## src/rtl/apb_master_if.sv

```systemverilog
// APB master bridge: turns a local request/ready handshake into a single
// APB transfer (SETUP then ACCESS) with a bounded wait-state timeout.
//
// state  | meaning
// -------+-------------------------------------------------------------
// IDLE   | no transfer in flight; local request may be accepted
// SETUP  | PSEL high, PENABLE low, lasts exactly one cycle
// ACCESS | PSEL and PENABLE high, waiting for PREADY or the timeout
module apb_master_if #(
  parameter int APB_DATA_WIDTH = 32,
  parameter int APB_ADDR_WIDTH = 32,
  parameter int TIMEOUT_CYCLE  = 16,
  localparam int STRB_WIDTH    = APB_DATA_WIDTH / 8
) (
  input  logic                      apb_clk_in,
  input  logic                      apb_rst_in,
  input  logic                      other_req_in,
  input  logic [APB_ADDR_WIDTH-1:0] other_addr_in,
  input  logic                      other_write_in,
  input  logic [APB_DATA_WIDTH-1:0] other_wdata_in,
  input  logic [STRB_WIDTH-1:0]     other_strb_in,
  input  logic [2:0]                other_prot_in,
  output logic                      other_ready_out,
  output logic                      other_done_out,
  output logic [APB_DATA_WIDTH-1:0] other_rdata_out,
  output logic                      other_error_out,
  output logic [APB_ADDR_WIDTH-1:0] apb_addr_out,
  output logic                      apb_psel_out,
  output logic                      apb_penable_out,
  output logic                      apb_write_out,
  output logic [APB_DATA_WIDTH-1:0] apb_wdata_out,
  output logic [STRB_WIDTH-1:0]     apb_strb_out,
  output logic [2:0]                apb_prot_out,
  input  logic [APB_DATA_WIDTH-1:0] apb_rdata_in,
  input  logic                      apb_ready_in,
  input  logic                      apb_slverr_in
);

  localparam logic [1:0] ST_IDLE   = 2'd0;
  localparam logic [1:0] ST_SETUP  = 2'd1;
  localparam logic [1:0] ST_ACCESS = 2'd2;

  // Wide enough to hold TIMEOUT_CYCLE itself; it only ever counts up to
  // TIMEOUT_CYCLE-1, so it can never wrap.
  localparam int CNT_WIDTH = $clog2(TIMEOUT_CYCLE + 1);
  localparam logic [CNT_WIDTH-1:0] CNT_LAST = CNT_WIDTH'(TIMEOUT_CYCLE - 1);

  logic [1:0]           state;
  logic [CNT_WIDTH-1:0] wait_cnt;

  // Local side may hand over a request only while idle and out of reset.
  always_comb begin
    other_ready_out = (state == ST_IDLE) && !apb_rst_in;
  end

  // Transfer sequencer: all APB and completion outputs are registered here.
  always_ff @(posedge apb_clk_in) begin
    if (apb_rst_in) begin
      state           <= ST_IDLE;
      wait_cnt        <= '0;
      other_done_out  <= 1'b0;
      other_rdata_out <= '0;
      other_error_out <= 1'b0;
      apb_addr_out    <= '0;
      apb_psel_out    <= 1'b0;
      apb_penable_out <= 1'b0;
      apb_write_out   <= 1'b0;
      apb_wdata_out   <= '0;
      apb_strb_out    <= '0;
      apb_prot_out    <= '0;
    end else begin
      other_done_out <= 1'b0;
      case (state)
        ST_IDLE: begin
          apb_penable_out <= 1'b0;
          if (other_req_in) begin
            apb_addr_out  <= other_addr_in;
            apb_write_out <= other_write_in;
            apb_prot_out  <= other_prot_in;
            // Reads drive a quiet data bus and no byte strobes.
            apb_wdata_out <= other_write_in ? other_wdata_in : '0;
            apb_strb_out  <= other_write_in ? other_strb_in : '0;
            apb_psel_out  <= 1'b1;
            state         <= ST_SETUP;
          end else begin
            apb_psel_out <= 1'b0;
          end
        end
        ST_SETUP: begin
          apb_penable_out <= 1'b1;
          wait_cnt        <= '0;
          state           <= ST_ACCESS;
        end
        ST_ACCESS: begin
          if (apb_ready_in) begin
            // Ready beats the timeout even on the last allowed cycle.
            other_done_out  <= 1'b1;
            other_error_out <= apb_slverr_in;
            other_rdata_out <= apb_write_out ? '0 : apb_rdata_in;
            apb_psel_out    <= 1'b0;
            apb_penable_out <= 1'b0;
            state           <= ST_IDLE;
          end else if (wait_cnt == CNT_LAST) begin
            other_done_out  <= 1'b1;
            other_error_out <= 1'b1;
            other_rdata_out <= '0;
            apb_psel_out    <= 1'b0;
            apb_penable_out <= 1'b0;
            state           <= ST_IDLE;
          end else begin
            wait_cnt <= wait_cnt + 1'b1;
          end
        end
        default: begin
          apb_psel_out    <= 1'b0;
          apb_penable_out <= 1'b0;
          state           <= ST_IDLE;
        end
      endcase
    end
  end

endmodule

```

## config.mk

```make
export PLATFORM = sky130hd
export DESIGN_NAME = apb_master_if
export DESIGN_NICKNAME = d
export VERILOG_FILES = /design/src/rtl/apb_master_if.sv
export SDC_FILE = /design/constraint.sdc
export NUM_CORES = 1
export LEC_CHECK = 0
export ABC_AREA = 1
export CAP_MARGIN = 5
export CELL_PAD_IN_SITES_DETAIL_PLACEMENT = 0
export CELL_PAD_IN_SITES_GLOBAL_PLACEMENT = 1
export CORE_AREA = 4 4 136 138
export DETAILED_ROUTE_END_ITERATION = 10
export DIE_AREA = 0 0 140 142
export PLACE_DENSITY_LB_ADDON = 0.15
export SLEW_MARGIN = 20
export SYNTH_ARGS = -nofsm -noshare
export SYNTH_HDL_FRONTEND = slang
export SYNTH_SLANG_ARGS = --single-unit
```

## constraint.sdc

```tcl
create_clock -name apb_clk_in -period 1.6 [get_ports apb_clk_in]
set_clock_uncertainty 0.1 [all_clocks]
set_input_delay 0.24 -clock apb_clk_in [delete_from_list [all_inputs] [get_ports apb_clk_in]]
set_output_delay 0.24 -clock apb_clk_in [all_outputs]
set_load 0.1 [all_outputs]
```

### Yosys cells after proc, flatten, opt, wreduce, memory -nomap -nowiden

Cells that the tools add are included.

| cells by class | value |
|---|---|
| reductions and logical operators | 11 |
| add/sub/neg operators | 1 |
| bitwise operators | 2 |
| muxes and demuxes | 21 |
| equality and inequality tests | 7 |

Operators by type and width:

| kind | number |
|---|---|
| $mux W32 | 4 |
| $mux W5 | 2 |
| $pmux W5 S2 | 1 |
| $reduce_and A2 Y1 | 4 |
| $mux W1 | 7 |
| $mux W2 | 3 |
| $ne A2 B2 Y1 const B | 3 |
| $pmux W2 S3 | 1 |
| $add A5 B1 Y5 const B | 1 |
| $eq A5 B4 Y1 const B | 1 |
| $mux W4 | 1 |
| $reduce_bool A2 Y1 | 2 |
| $ne A3 B3 Y1 const B | 1 |
| $pmux W1 S3 | 1 |
| $reduce_and A3 Y1 | 1 |
| $eq A2 B1 Y1 const B | 1 |
| $eq A2 B2 Y1 const B | 1 |
| $logic_not A2 Y1 | 1 |
| $not A1 Y1 | 2 |
| $pmux W1 S2 | 1 |
| $reduce_or A2 Y1 | 1 |
| $logic_and A1 B1 Y1 | 1 |
| $logic_not A1 Y1 | 1 |

| storage, ports and cells | value |
|---|---|
| input bits | 109 |
| bits in registers | 115 |

### Longest topological paths before layout

Gate-level depths: netlist of run 1.

| depth | value |
|---|---|
| depth after elaboration | 4 |
| depth in mapped cells | 10 |
| depth with buffers taken out | 10 |

### Least setup slack after synthesis of run 1

Ideal clock, no wire load.

| timing | value |
|---|---|
| path type | input to output |
| start | in apb_rst_in |
| end | out other_ready_out |
| setup slack | -0.441 ns |
| cell stages on the path | 2 |
| arrival | 1.701 ns |
| required time | 1.260 ns |
| path through | clkbuf_1 nor2_1 |

| between the ends | value |
|---|---|
| word-level cells in the longest chain between the ends | 2 |

Ends and longest elaborated chain:

| element | line | source |
|---|---|---|
| from (decl) | 16 | `input logic apb_rst_in,` |
| $logic_not A1 Y1 | 53 | `other_ready_out = (state == ST_IDLE) && !apb_rst_in;` |
| $logic_and A1 B1 Y1 | 53 |  |
| to (decl) | 23 | `output logic other_ready_out,` |

No other way between the ends.

### Final worst setup path of run 1

| timing | value |
|---|---|
| start | reg wait_cnt[0] |
| end | reg other_rdata_out[12] |

| between the ends | value |
|---|---|
| word-level cells in the longest chain between the ends | 3 |

Ends and longest elaborated chain:

| element | line | source |
|---|---|---|
| from (decl) | 49 | `logic [CNT_WIDTH-1:0] wait_cnt;` |
| from (signal assigned) | 111 | `wait_cnt <= wait_cnt + 1'b1;` |
| $eq A5 B4 Y1 | 103 | `end else if (wait_cnt == CNT_LAST) begin` |
| $reduce_bool A2 Y1 (no source line) | - |  |
| $reduce_and A2 Y1 (no source line) | - |  |
| to (signal assigned) | 99 | `other_rdata_out <= apb_write_out ? '0 : apb_rdata_in;` |
| to (decl) | 25 | `output logic [APB_DATA_WIDTH-1:0] other_rdata_out,` |

No other way between the ends.
A chain may end at the register's enable or synchronous reset.

==> results of run 1 <==
==> cell usage in the layout (no fill, tap or decap), types with 2 or more instances in the layout <==
cell / Yosys / final
sky130_fd_sc_hd__clkinv_2: 0 / 4
sky130_fd_sc_hd__dfxtp_2: 0 / 5
sky130_fd_sc_hd__clkbuf_8: 0 / 6
sky130_fd_sc_hd__nand2_1: 117 / 80
sky130_fd_sc_hd__nor2_4: 1 / 4
sky130_fd_sc_hd__clkbuf_16: 0 / 17
sky130_fd_sc_hd__clkdlybuf4s50_1: 0 / 107
sky130_fd_sc_hd__inv_2: 2 / 3
sky130_fd_sc_hd__inv_1: 9 / 8
sky130_fd_sc_hd__o21ai_1: 3 / 3
sky130_fd_sc_hd__nand2_4: 0 / 20
sky130_fd_sc_hd__nand3_1: 33 / 33
sky130_fd_sc_hd__buf_16: 0 / 4
sky130_fd_sc_hd__clkbuf_1: 8 / 5
sky130_fd_sc_hd__nand2_2: 0 / 16
sky130_fd_sc_hd__buf_4: 3 / 18
sky130_fd_sc_hd__nor3_1: 2 / 2
sky130_fd_sc_hd__a21oi_1: 75 / 51
sky130_fd_sc_hd__o21ai_0: 34 / 34
sky130_fd_sc_hd__a21oi_2: 0 / 24
sky130_fd_sc_hd__dfxtp_1: 115 / 110
sky130_fd_sc_hd__nor2_1: 85 / 80
sky130_fd_sc_hd__buf_12: 0 / 114
sky130_fd_sc_hd__ha_4: 0 / 2
sky130_fd_sc_hd__nor2_2: 1 / 3
==> state kept, by name, indices dropped and copies added (netlist names) <==
name	count
apb_addr_out	32
apb_penable_out	1
apb_prot_out	3
apb_psel_out	1
apb_strb_out	4
apb_wdata_out	32
apb_write_out	1
other_done_out	1
other_error_out	1
other_rdata_out	32
state	2
wait_cnt	5
==> worst max-delay path: stages, from the launching register on <==
cell and delay [ps]:
sky130_fd_sc_hd__dfxtp_2 350, sky130_fd_sc_hd__ha_4 150, sky130_fd_sc_hd__nand2_4 50, sky130_fd_sc_hd__nor2_4 90
sky130_fd_sc_hd__ha_4 140, sky130_fd_sc_hd__inv_2 40, sky130_fd_sc_hd__nand2_4 80, sky130_fd_sc_hd__nand2_8 110
sky130_fd_sc_hd__buf_16 200, sky130_fd_sc_hd__nand2_2 60, sky130_fd_sc_hd__a21oi_1 60
==> stage by stage <==
step / cells / utilization [%] / instance area [um^2] / hold slack [ps] / TNS [ps]
final: 986 / 50.7 / 8710 / 76.8 / 0
after global routing: 986 / 50.7 / 8710 / 85.6 / -337
after CTS: 982 / 49.1 / 8440 / 47.5 / -1210
after detailed placement: 945 / 44.6 / 7660 / 361 / -4830
after global placement: 945 / 44.6 / 7660 / 351 / -2480
after floorplan: 519 / - / 4100 / 283 / -29.2
==> cell type report <==
cell class                 count  share of cell area, %
timing repair buffer         245                   41.5
sequential                   115                   26.5
multi-input combinational    357                   22.0
clock buffer                  28                   6.05
tap                          225                   3.23
inverter                      12                  0.517
clock inverter                 4                  0.230
==> per-layer routing <==
metal	wire length (um)	global-route usage, %	up-vias
li1	-	-	2147
met1	6250	18.4	1979
met2	7200	23.4	145
met3	1230	6.49	23
met4	432	7.14	0
met5	0	0	-
==> final timing paths <==
check	start	to	cells after the start
min reg2reg	wait_cnt[4]	wait_cnt[4]	2
min	apb_rst_in	wait_cnt[1]	2
max	wait_cnt[0]	other_rdata_out[12]	10
max reg2reg	wait_cnt[0]	other_rdata_out[12]	10
==> cells by family (layout without fill, tap and decap cells) <==
family,count (synthesis),count (layout),synth area share (%)
compound gates,113,113,13.9
fa+ha+maj,2,2,0.610
buf+inv,47,289,5.62
flops,115,115,56.2
simple gates,242,242,23.7
==> power by group <==
part           internal (mW)  switching, mW
registers               3.01          0.155
clock network           2.22           1.26
logic                  0.935           1.45
total                   6.16           2.86
==> timing repair <==
action                                  4_1_cts  5_1_grt
pin swaps                                    23       11
gates resized for setup                      44       60
hold buffers                                  0        0
gates cloned                                  4        0
endpoints found under the setup margin       33       44
buffers inserted                              1        4
==> run_summary.xml, run 1 <==
<?xml version="1.0" encoding="UTF-8"?>
<metrics>
  <group name="synth">
    <metric name="avgSynthCellArea" unit="um^2">7.90</metric>
    <metric name="number_of_enable_type_register_cells_in_the_synthesized_netlist" unit="">0</metric>
    <metric name="yosysWarningCount" unit="">0</metric>
    <metric name="synth_register_bits" unit="">115</metric>
    <metric name="synth-main-ff-cell" unit="">sky130_fd_sc_hd__dfxtp_1</metric>
    <metric name="synthesis.area" unit="um^2">4100</metric>
    <metric name="netlist.top_cell.by_area" unit="">sky130_fd_sc_hd__dfxtp_1</metric>
    <metric name="synthArstFlopShare" unit="%">0</metric>
    <metric name="post-synth-top-area-fraction" unit="%">56.2</metric>
    <metric name="yosysSeqAreaShare" unit="%">56.2</metric>
    <metric name="synth.most_common_cell" unit="">sky130_fd_sc_hd__nand2_1</metric>
    <metric name="synthCells" unit="">519</metric>
    <metric name="mappedNetlistNets" unit="">630</metric>
    <metric name="netlist-cell-type-count" unit="">24</metric>
    <metric name="synth_top_cells_by_count" unit="">117 x sky130_fd_sc_hd__nand2_1, 115 x sky130_fd_sc_hd__dfxtp_1, 85 x sky130_fd_sc_hd__nor2_1, 75 x sky130_fd_sc_hd__a21oi_1, 34 x sky130_fd_sc_hd__o21ai_0</metric>
    <metric name="synthTopCellsByArea" unit="">sky130_fd_sc_hd__dfxtp_1 56%, sky130_fd_sc_hd__nand2_1 11%, sky130_fd_sc_hd__a21oi_1 9.2%</metric>
  </group>
  <group name="clock_tree">
    <metric name="clkLatencyLatePin" unit="ps">400</metric>
    <metric name="clock-root-buffer" unit="">sky130_fd_sc_hd__clkbuf_16</metric>
    <metric name="cts_inserted_buffers" unit="">17</metric>
    <metric name="worst_setup_hold_path_clk_slew" unit="ps">50</metric>
    <metric name="cts.sink_count" unit="">115</metric>
    <metric name="tritoncts_clock_tree" unit="">built</metric>
    <metric name="largest_buffer_count_on_any_clock_path" unit="">2</metric>
    <metric name="cts_max_level" unit="">4</metric>
  </group>
  <group name="timing">
    <metric name="slew_violations" unit="">0</metric>
    <metric name="unrepaired_setup_endpoints_after_global_routing" unit="">yes</metric>
    <metric name="fmax" unit="GHz">0.649</metric>
    <metric name="timing.final.crit_period" unit="ps">1540</metric>
    <metric name="post-route-worst-setup-slack" unit="ps">59.3</metric>
    <metric name="final_min_period_over_clock_period" unit="%">96.3</metric>
    <metric name="timing_hold_violations_final" unit="">0</metric>
    <metric name="relSlewSlack" unit="%">71.9</metric>
    <metric name="tightest_slew" unit="ps">422</metric>
    <metric name="report.final.setup_viol" unit="">0</metric>
  </group>
  <group name="outcome">
    <metric name="run_status" unit="">completed</metric>
  </group>
  <group name="floorplanning">
    <metric name="core" unit="um^2">17200</metric>
    <metric name="dieArea" unit="um^2">19900</metric>
    <metric name="floorplan.initialDensity" unit="%">23.9</metric>
    <metric name="floorplan.die.height" unit="um">142</metric>
    <metric name="floorplan.io_pins" unit="">218</metric>
    <metric name="die_outline_width" unit="um">140</metric>
    <metric name="std_cell_rows" unit="">48</metric>
  </group>
  <group name="worst_setup_path">
    <metric name="worstSetupPathType" unit="">reg -&gt; reg</metric>
    <metric name="crit_path_max_fanout" unit="">8</metric>
    <metric name="cp-start-kind" unit="">flip-flop</metric>
    <metric name="setup.reg_to_reg.worst_slack" unit="ps">60</metric>
    <metric name="cp_data_arrival_time" unit="ps">1720</metric>
    <metric name="element_type_at_the_critical_path_end" unit="">flip-flop</metric>
    <metric name="cp.required" unit="ps">1780</metric>
  </group>
  <group name="global_route">
    <metric name="largest_net_degree_at_the_start_of_global_routing" unit="">36</metric>
    <metric name="globalRouteTotalUtil" unit="%">15.2</metric>
    <metric name="first_global_vias" unit="">4319</metric>
    <metric name="grt.overflow.total" unit="">0</metric>
    <metric name="antenna_found_initial" unit="">0</metric>
    <metric name="first_pass_grt_wire_length" unit="um">23800</metric>
  </group>
  <group name="placement">
    <metric name="gp_routability_congestion" unit="">0.715</metric>
    <metric name="preCtsSetupSlack" unit="ps">-101</metric>
    <metric name="detailedPlacementHpwl" unit="um">10400</metric>
    <metric name="placement.io_buffers" unit="">217</metric>
  </group>
  <group name="flow_run">
    <metric name="cap_violations" unit="">0</metric>
  </group>
  <group name="power">
    <metric name="irDropWorstVdd" unit="V">0.000751</metric>
    <metric name="finalPower" unit="mW">9.03</metric>
    <metric name="power.density" unit="nW/um^2">1040</metric>
    <metric name="total_leakage_power" unit="nW">3.29</metric>
  </group>
  <group name="detailed_routing">
    <metric name="wl_per_cell" unit="um">15.3</metric>
    <metric name="via_count" unit="">4294</metric>
    <metric name="viasPerCell" unit="">4.35</metric>
    <metric name="antenna_left" unit="">0</metric>
    <metric name="drc" unit="">0</metric>
    <metric name="drt_iter0_drc" unit="">145</metric>
    <metric name="wirelength" unit="um">15100</metric>
    <metric name="first_pass_iters" unit="">5</metric>
  </group>
  <group name="cells_and_area">
    <metric name="multi_input_area" unit="um^2">1920</metric>
    <metric name="layout-drive-gt1-share" unit="%">32.1</metric>
    <metric name="antenna_cells_inserted" unit="">0</metric>
    <metric name="seqCellArea" unit="um^2">2310</metric>
    <metric name="area.growth.synth_to_final" unit="%">113</metric>
    <metric name="final.fill_count" unit="">1578</metric>
    <metric name="final_net_count" unit="">859</metric>
  </group>
  <group name="worst_hold_path">
    <metric name="worstHoldPathType" unit="">in -&gt; reg</metric>
  </group>
</metrics>
Note: power is estimated with default switching activity, not from simulation.
==> run 2, diff against run 1 <==
--- a/config.mk
+++ b/config.mk
@@ -5,7 +5,6 @@
 export SDC_FILE = /design/constraint.sdc
 export NUM_CORES = 1
 export LEC_CHECK = 0
-export ABC_AREA = 1
 export CAP_MARGIN = 5
 export CELL_PAD_IN_SITES_DETAIL_PLACEMENT = 0
 export CELL_PAD_IN_SITES_GLOBAL_PLACEMENT = 1
==> run_summary.xml, run 2 <==
<?xml version="1.0" encoding="UTF-8"?>
<metrics>
  <group name="clock_tree">
    <metric name="tritoncts_clock_tree" unit="">built</metric>
    <metric name="cts.sink_count" unit="">115</metric>
    <metric name="clkLatencyLatePin" unit="ps">410</metric>
    <metric name="cts_inserted_buffers" unit="">17</metric>
    <metric name="clock-root-buffer" unit="">sky130_fd_sc_hd__clkbuf_16</metric>
    <metric name="cts_max_level" unit="">4</metric>
    <metric name="hold_buffers" unit="">0</metric>
    <metric name="largest_buffer_count_on_any_clock_path" unit="">2</metric>
    <metric name="worst_setup_hold_path_clk_slew" unit="ps">50</metric>
  </group>
  <group name="synth">
    <metric name="synthArstFlopShare" unit="%">0</metric>
    <metric name="synthesis.area" unit="um^2">4240</metric>
    <metric name="mappedNetlistNets" unit="">626</metric>
    <metric name="post-synth-top-area-fraction" unit="%">54.3</metric>
    <metric name="netlist-cell-type-count" unit="">29</metric>
    <metric name="synth.most_common_cell" unit="">sky130_fd_sc_hd__nand2_1</metric>
    <metric name="avgSynthCellArea" unit="um^2">8.24</metric>
    <metric name="synthCells" unit="">515</metric>
    <metric name="number_of_enable_type_register_cells_in_the_synthesized_netlist" unit="">0</metric>
    <metric name="yosysSeqAreaShare" unit="%">54.3</metric>
    <metric name="synthTopCellsByArea" unit="">sky130_fd_sc_hd__dfxtp_1 54%, sky130_fd_sc_hd__a21oi_1 13%, sky130_fd_sc_hd__nand2_1 12%</metric>
    <metric name="netlist.top_cell.by_area" unit="">sky130_fd_sc_hd__dfxtp_1</metric>
    <metric name="synth-main-ff-cell" unit="">sky130_fd_sc_hd__dfxtp_1</metric>
    <metric name="synth_register_bits" unit="">115</metric>
    <metric name="yosysWarningCount" unit="">0</metric>
    <metric name="synth_top_cells_by_count" unit="">141 x sky130_fd_sc_hd__nand2_1, 115 x sky130_fd_sc_hd__dfxtp_1, 109 x sky130_fd_sc_hd__a21oi_1, 41 x sky130_fd_sc_hd__nand3_1, 33 x sky130_fd_sc_hd__o21ai_0</metric>
  </group>
  <group name="cells_and_area">
    <metric name="final_area" unit="um^2">8760</metric>
    <metric name="area.growth.synth_to_final" unit="%">106</metric>
    <metric name="layout.cells.most_common_list" unit="">141 x sky130_fd_sc_hd__nand2_1, 119 x sky130_fd_sc_hd__buf_12, 111 x sky130_fd_sc_hd__dfxtp_1</metric>
    <metric name="final_core_utilization" unit="%">51.0</metric>
    <metric name="antenna_cells_inserted" unit="">0</metric>
    <metric name="final.fill_count" unit="">1572</metric>
    <metric name="layout-drive-gt1-share" unit="%">28.9</metric>
    <metric name="largestRegisters" unit="">apb_addr_out (32), apb_wdata_out (32), other_rdata_out (32)</metric>
    <metric name="final_net_count" unit="">849</metric>
    <metric name="final_common_cell" unit="">sky130_fd_sc_hd__nand2_1</metric>
  </group>
  <group name="floorplanning">
    <metric name="dieArea" unit="um^2">19900</metric>
    <metric name="std_cell_rows" unit="">48</metric>
    <metric name="floorplan.io_pins" unit="">218</metric>
    <metric name="core" unit="um^2">17200</metric>
    <metric name="floorplan.die.height" unit="um">142</metric>
    <metric name="floorplan.initialDensity" unit="%">24.7</metric>
    <metric name="die_outline_width" unit="um">140</metric>
  </group>
  <group name="worst_setup_path">
    <metric name="cp-start-kind" unit="">flip-flop</metric>
    <metric name="rr_startpoint" unit="">wait_cnt[1]</metric>
    <metric name="setup.reg_to_reg.worst_slack" unit="ps">-180</metric>
    <metric name="worstSetupPathType" unit="">reg -&gt; reg</metric>
    <metric name="r2r.worst_path.cells" unit="">6</metric>
    <metric name="element_type_at_the_critical_path_end" unit="">flip-flop</metric>
    <metric name="reg2reg_to" unit="">wait_cnt[1]</metric>
    <metric name="cp.required" unit="ps">1780</metric>
    <metric name="crit_path_max_fanout" unit="">5</metric>
    <metric name="cp_data_arrival_time" unit="ps">1960</metric>
  </group>
  <group name="timing">
    <metric name="report.final.setup_viol" unit="">43</metric>
    <metric name="slew_violations" unit="">0</metric>
    <metric name="relSlewSlack" unit="%">72.2</metric>
    <metric name="unrepaired_setup_endpoints_after_global_routing" unit="">yes</metric>
    <metric name="timing_hold_violations_final" unit="">0</metric>
    <metric name="tightest_slew" unit="ps">417</metric>
    <metric name="setup-tns-final" unit="ps">-5010</metric>
    <metric name="final_min_period_over_clock_period" unit="%">111</metric>
    <metric name="timing.final.crit_period" unit="ps">1780</metric>
    <metric name="post-route-worst-setup-slack" unit="ps">-179</metric>
    <metric name="fmax" unit="GHz">0.562</metric>
  </group>
  <group name="detailed_routing">
    <metric name="drt_iter0_drc" unit="">170</metric>
    <metric name="drc" unit="">0</metric>
    <metric name="antenna_left" unit="">0</metric>
    <metric name="wirelength" unit="um">15600</metric>
    <metric name="viasPerCell" unit="">4.52</metric>
    <metric name="first_pass_iters" unit="">4</metric>
    <metric name="wl_per_cell" unit="um">16.0</metric>
    <metric name="via_count" unit="">4396</metric>
  </group>
  <group name="global_route">
    <metric name="grt.overflow.total" unit="">0</metric>
    <metric name="globalRouteTotalUtil" unit="%">15.0</metric>
    <metric name="antenna_found_initial" unit="">0</metric>
    <metric name="largest_net_degree_at_the_start_of_global_routing" unit="">77</metric>
    <metric name="first_global_vias" unit="">4405</metric>
    <metric name="first_pass_grt_wire_length" unit="um">23700</metric>
  </group>
  <group name="worst_hold_path">
    <metric name="worstHoldPathCells" unit="">2</metric>
    <metric name="worstHoldPathType" unit="">in -&gt; reg</metric>
    <metric name="hold_start" unit="">apb_rst_in</metric>
    <metric name="timing.hold.worst_endpoint" unit="">apb_penable_out</metric>
  </group>
  <group name="power">
    <metric name="power.density" unit="nW/um^2">1020</metric>
    <metric name="finalPower" unit="mW">8.98</metric>
    <metric name="irDropWorstVdd" unit="V">0.000707</metric>
    <metric name="total_leakage_power" unit="nW">3.21</metric>
  </group>
  <group name="placement">
    <metric name="placement.io_buffers" unit="">217</metric>
    <metric name="detailedPlacementHpwl" unit="um">10500</metric>
    <metric name="postPlaceCellArea" unit="um^2">7850</metric>
    <metric name="gp_routability_congestion" unit="">0.702</metric>
  </group>
  <group name="outcome">
    <metric name="run_status" unit="">finished with violations</metric>
    <metric name="failed_checks" unit="">setup timing</metric>
  </group>
  <group name="flow_run">
    <metric name="cap_violations" unit="">0</metric>
  </group>
</metrics>
## run 2: what timing repair did
item / in CTS / in global routing
setup endpoints to repair: 42 / 93
setup buffers: 4 / 3
pin swaps: 12 / 34
gates resized for setup: 24 / 53
cloned: 2 / 4
## run 2: worst max path at each step
stage	from	slack, ps	end	depth (start not counted)
after floorplan	wait_cnt[1]	-140	wait_cnt[2]	6
after global placement	other_req_in	-230	apb_addr_out[7]	5
after detailed placement	other_req_in	-240	apb_addr_out[8]	5
after CTS	wait_cnt[1]	-190	wait_cnt[0]	6
after global routing	wait_cnt[0]	-230	other_error_out	9
final	wait_cnt[1]	-180	wait_cnt[1]	6
## run 2: layout make-up
| type | instances | area, um^2 | share of cell area (%) |
|---|---|---|---|
| Clock buffer | 24 | 502 | 5.73 |
| Clock inverter | 5 | 75.1 | 0.857 |
| Inverter | 2 | 7.51 | 0.0857 |
| Multi-Input combinational cell | 353 | 1870 | 21.4 |
| Sequential cell | 115 | 2310 | 26.3 |
| Tap cell | 225 | 282 | 3.21 |
| Timing Repair Buffer | 249 | 3710 | 42.4 |
## run 2: metrics by stage
stage          worst slack [ps]  hold WS [ps]  instances
3_5_place_dp               -240           380        935
4_1_cts                    -186           103        969
2_1_floorplan              -143           276        515
6_report                   -179           108        973
5_1_grt                    -225          99.1        973
3_3_place_gp               -230           362        935
## run 2: worst max-delay path, stage by stage (launching register included)
cell and delay [ps]:
sky130_fd_sc_hd__dfxtp_2 330, sky130_fd_sc_hd__ha_4 150, sky130_fd_sc_hd__and3_4 170, sky130_fd_sc_hd__ha_4 170, sky130_fd_sc_hd__or4b_4 570, sky130_fd_sc_hd__nand3_2 100
sky130_fd_sc_hd__a21oi_1 60
## run 2: cells by family after synthesis
logic type,synth area share [%]
AO/OA/AOI/OAI,17.8
adder cells (fa/ha/maj),0.590
buffers and inverters,6.22
flip-flops,54.3
AND/OR/NAND/NOR,21.2
## run 2: routing by layer
layer  vias to the layer above  part of all wire [%]  track usage, %
met5                         -                     0               0
met4                         0                   1.5            5.30
met3                        15                   7.4            6.65
met2                       135                    51            25.1
met1                      2068                    41            17.1
li1                       2178                     -               -
## run 2: report_power, final
group / total [mW] / internal [mW] / switching, mW
Combinational: 2.17 / 0.873 / 1.29
Sequential: 3.12 / 2.99 / 0.128
Clock: 3.69 / 2.46 / 1.23
